--- config.mk ---
export PLATFORM = sky130hd
export DESIGN_NAME = serial_parallel_rx
export DESIGN_NICKNAME = d
export VERILOG_FILES = /design/src/rtl/phy_pkg.sv /design/src/rtl/serial_parallel_rx.sv
export SDC_FILE = /design/constraint.sdc
export NUM_CORES = 1
export LEC_CHECK = 0
export ABC_AREA = 1
export CAP_MARGIN = 10
export CORE_AREA = 2 2 45 89
export DETAILED_ROUTE_END_ITERATION = 8
export DIE_AREA = 0 0 47 91
export PLACE_DENSITY = 0.56
export SYNTH_ARGS = -nofsm -noshare
export SYNTH_HDL_FRONTEND = slang
export SYNTH_SLANG_ARGS = --single-unit
--- constraint.sdc ---
create_clock -name clk32f -period 1.2 [get_ports clk32f]
set_input_delay 0.18 -clock clk32f [delete_from_list [all_inputs] [get_ports clk32f]]
set_output_delay 0.18 -clock clk32f [all_outputs]
set_load 0.02 [all_outputs]
--- src/rtl/phy_pkg.sv ---
// Shared PHY definitions: comma symbol, lock threshold and receiver state encoding.
package phy_pkg;

  localparam logic [7:0]  COM            = 8'hBC;
  localparam int unsigned COM_LOCK_COUNT = 4;

  typedef enum logic [1:0] {
    HUNT    = 2'd0,
    LOCKING = 2'd1,
    ACTIVE  = 2'd2
  } rx_state_t;

endpackage : phy_pkg

--- src/rtl/serial_parallel_rx.sv ---
// Serial-to-parallel receiver: finds byte alignment from repeated COM symbols, then emits bytes.
// Build option: define IDLE_FILTER_EN to suppress valid_out for COM bytes received while ACTIVE.
module serial_parallel_rx
  import phy_pkg::*;
(
  input  logic       clk32f,
  input  logic       reset,
  input  logic       data_in,
  output logic [7:0] data_out,
  output logic       valid_out,
  output logic       active
);

  localparam logic [2:0] LAST_COM = 3'(COM_LOCK_COUNT - 1);

  rx_state_t  state, state_d;
  logic [7:0] sr;
  logic [2:0] bit_cnt, bit_cnt_d;
  logic [2:0] com_cnt, com_cnt_d;
  logic       is_com;
  logic       boundary;
  logic       load_byte;
  logic       valid_d;

  assign is_com   = (sr == COM);
  assign boundary = (bit_cnt == 3'd0);

  always_ff @(posedge clk32f or negedge reset) begin
    if (!reset) begin
      state <= HUNT;
    end else begin
      // NOTE: non-blocking assignments keep every flop sampling pre-edge values, so ordering between blocks cannot matter.
      state <= state_d;
    end
  end

  always_comb begin
    // NOTE: every output of this block gets a default first; a path that skips an assignment would otherwise infer a latch.
    state_d   = state;
    com_cnt_d = com_cnt;
    bit_cnt_d = bit_cnt + 3'd1;
    load_byte = 1'b0;
    valid_d   = 1'b0;

    unique case (state)
      HUNT: begin
        // The cycle COM is first seen is a boundary, so the counter restarts one past it.
        bit_cnt_d = 3'd0;
        if (is_com) begin
          state_d   = LOCKING;
          com_cnt_d = 3'd1;
          bit_cnt_d = 3'd1;
        end
      end

      LOCKING: begin
        if (boundary) begin
          if (is_com) begin
            com_cnt_d = com_cnt + 3'd1;
            if (com_cnt == LAST_COM) begin
              state_d = ACTIVE;
            end
          end else begin
            state_d   = HUNT;
            com_cnt_d = 3'd0;
          end
        end
      end

      ACTIVE: begin
        // Alignment is frozen here; off-boundary COM patterns are just payload bits.
        if (boundary) begin
          load_byte = 1'b1;
`ifdef IDLE_FILTER_EN
          valid_d   = !is_com;
`else
          valid_d   = 1'b1;
`endif
        end
      end

      default: begin
        state_d = HUNT;
      end
    endcase
  end

  always_ff @(posedge clk32f or negedge reset) begin
    if (!reset) begin
      sr        <= 8'h00;
      bit_cnt   <= 3'd0;
      com_cnt   <= 3'd0;
      data_out  <= 8'h00;
      valid_out <= 1'b0;
      active    <= 1'b0;
    end else begin
      sr        <= {sr[6:0], data_in};
      bit_cnt   <= bit_cnt_d;
      com_cnt   <= com_cnt_d;
      valid_out <= valid_d;
      active    <= (state_d == ACTIVE);
      if (load_byte) begin
        data_out <= sr;
      end
    end
  end

endmodule : serial_parallel_rx

==> results.py <==
metrics = {
    "setup_path": {
        "worstPathMaxFanout": 3,
        "crit_type": "flip-flop to flip-flop",
        "cp_data_arrival_time_ns": 1.42,
        "end_kind": "flip-flop",
        "cp.required_ns": 1.37,
        "startpoint_type": "flip-flop",
        "rrSetupSlack_ns": -0.05,
    },
    "layout": {
        "multi_input_area_um2": 405,
        "regArea_um2": 651,
        "fillers": 365,
        "drive_above_1_share_pct": 29.2,
        "nets": 138,
        "synthToLayoutAreaGrowth_pct": 38.2,
        "n_antenna_cell": 0,
        "finalNonFillerCells": 179,
        "post-route-util_pct": 40.1,
    },
    "routing": {
        "drt_iter0_drc": 11,
        "drtPass1Iterations": 3,
        "dr.max_layer_used": "met4",
        "route.detailed.drc": 0,
        "drt-total-wl_um": 2010,
        "post_drt_via_cell_ratio": 4.15,
        "wire_per_inst_um": 11.2,
        "via_count": 743,
        "wl_met3_um": 39,
        "antenna_left": 0,
        "met1Wirelength_um": 730,
        "wl_met2_um": 1170,
    },
    "synthesis": {
        "ys.flop_type": "dfrtp_1",
        "yosys-top-cells-area": "dfrtp_1, nand2_1, ha_1",
        "synth_top_area_share_pct": 62.8,
        "async_reset_ff_share_pct": 100,
        "netlist_area_um2": 1040,
        "avgSynthCellArea_um2": 9.87,
        "yosysSeqAreaShare_pct": 62.8,
        "syn_nets": 112,
        "ys_types": 17,
        "synth.yosys.warnings": 0,
        "synth-edff-count": 0,
        "synth_cells": 105,
        "ys_ff_latch": 26,
        "yosysMostFrequentCell": "nand2_1",
        "post-synth-top-area-cell": "dfrtp_1",
        "synth_common_cells": "nand2_1, dfrtp_1, inv_1, nor2_1, ha_1",
    },
    "floorplan": {
        "start_util_pct": 29.0,
        "std_cell_rows": 31,
        "num_io_pins": 13,
        "core_area_um2": 3570,
        "die_h_um": 91,
        "dieArea_um2": 4280,
        "die_x_um": 47,
    },
    "sta": {
        "fmax_ghz": 0.799,
        "period_minus_slack_ns": 1.25,
        "rsz0062_at_grt": "true",
        "drv_slew": 0,
        "worst_pin_slew_ns": 0.284,
        "slew_headroom_pct": 81.1,
        "skew_ns": 0.00202,
        "post-route-period-util_pct": 104,
        "hold_viol": 0,
        "setup_violations": 10,
        "fin_ws_ns": -0.0511,
    },
    "power_and_ir_drop": {
        "power_frac_comb_pct": 3.7,
        "p_switching_mw": 0.311,
        "p_clk_share_pct": 36.7,
        "p_leak_nw": 0.720,
        "vdd_drop_max_mv": 0.705,
        "sw_frac_of_total_pct": 20.5,
        "p_int_mw": 1.21,
        "powerDensity_nw_per_um2": 1060,
        "finalPower_mw": 1.52,
        "p_seq_share_pct": 59.6,
    },
    "placement": {
        "post-place-cells": 173,
        "gp_congestion": 0.745,
        "dpl.hpwl_um": 1420,
        "io_buffers": 12,
    },
    "cts": {
        "cts_max_path_buffers": 2,
        "path_clk_slew_ns": 0.08,
        "h-tree-depth": 1,
        "cts_sinks": 26,
        "postCtsHoldBufs": 0,
        "tritoncts": "built",
        "cts_inserted_buffers": 3,
        "root_buffer": "clkbuf_8",
        "clock_latency_ns": 0.27,
    },
    "outcome": {
        "violations": "setup timing",
        "status": "complete, but fails checks",
    },
    "global_routing": {
        "grt_max_degree": 27,
        "grt_pass1_vias": 788,
        "grt_pass1_wl_um": 3240,
        "track_usage_pct": 10.7,
        "antenna_found_initial": 0,
        "grt_remaining_overflow": 0,
    },
    "worst_hold_path": {
        "hold_path_class": "input pin to async pin",
    },
    "flow_run": {
        "drv_cap": 0,
    },
}
## critical path, cell delays in order, from the launching register on
cell and delay (ns):
dfrtp_1 0.39, inv_1 0.06, ha_2 0.16, inv_2 0.04
nor2_4 0.13, buf_6 0.14, nand2_4 0.06, nand2_2 0.05
nand2_1 0.04, nand2_1 0.05, inv_1 0.03
## cells in the final DEF, fill, tap and decap left out, drive strengths merged
cell,n
xnor2,1
dlygate4sd2,6
clkdlybuf4s50,2
nand3b,1
dfrtp,26
clkdlybuf4s15,4
buf,10
inv,13
nand2,38
o22ai,2
clkbuf,4
nand3,5
ha,4
nor2,10
o21ai,4
## registers in the layout, indices dropped and copies added (netlist names)
| signal | cells |
|---|---|
| active | 1 |
| bit_cnt | 3 |
| com_cnt | 3 |
| data_out | 8 |
| sr | 8 |
| state | 2 |
| valid_out | 1 |
## metal layers
layer  vias up  GRT usage (%)
met3         4           1.79
met5         -              0
met4         0           8.10
met1       360           10.2
met2         9           18.4
li1        370              -
## cells by family (layout without fill, tap and decap cells)
logic type / Yosys count / after routing / share of synthesized area [%]
buffers and inverters: 14 / 39 / 5.19
AOI/OAI and AO/OA: 6 / 6 / 3.14
adders and majority gates: 4 / 4 / 4.83
and+or+nand+nor: 54 / 54 / 23.2
xor gates and xnor gates: 1 / 1 / 0.846
DFF: 26 / 26 / 62.8
## path summary, 6_finish.rpt
kind	end	from	cells past startpoint
max in group asynchronous	sr[7]$_DFF_PN0_	reset	2
min in group clk32f	sr[0]$_DFF_PN0_	data_in	1
worst min register to register	sr[2]$_DFF_PN0_	sr[1]$_DFF_PN0_	0
worst max register to register	state[0]$_DFF_PN0_	bit_cnt[0]$_DFF_PN0_	10
worst max-delay path	state[0]$_DFF_PN0_	bit_cnt[0]$_DFF_PN0_	10
worst min-delay path	data_out[5]$_DFFE_PN0P_	reset	2
## area by class of cell
cell class	instances	area share, %
Clock buffer	4	3.85
Inverter	13	3.58
Multi-Input combinational cell	65	28.3
Sequential cell	26	45.5
Tap cell	49	4.28
Timing Repair Buffer	22	14.5
## power by group through the flow
stage	clock network [mW]	registers [mW]	logic [mW]
global placement	0	0.923	0.0536
detailed placement	0	0.924	0.0556
global route	0.614	0.909	0.0654
floorplan	0	0.919	0.0176
CTS	0.578	0.906	0.0559
finish	0.557	0.906	0.0566
## per-stage QoR
step	worst slack (ns)	cell area [um^2]	hold WS (ns)	setup TNS, ns
after floorplan	0.0393	1040	-0.116	0
after global placement	-0.0367	1280	0.366	-0.280
after CTS	-0.0309	1350	0.263	-0.155
after detailed placement	-0.0887	1280	0.364	-0.662
after global routing	-0.133	1430	0.275	-1.26
final	-0.0511	1430	0.259	-0.376
## repair_timing
| action | CTS | global route |
|---|---|---|
| setup buffers | 1 | 1 |
| setup endpoints to repair | 20 | 13 |
| endpoints found under the hold margin | 0 | 0 |
| gates resized for setup | 15 | 24 |
| pin swaps | 0 | 8 |
No activity file was read; power rests on OpenSTA's default activity.
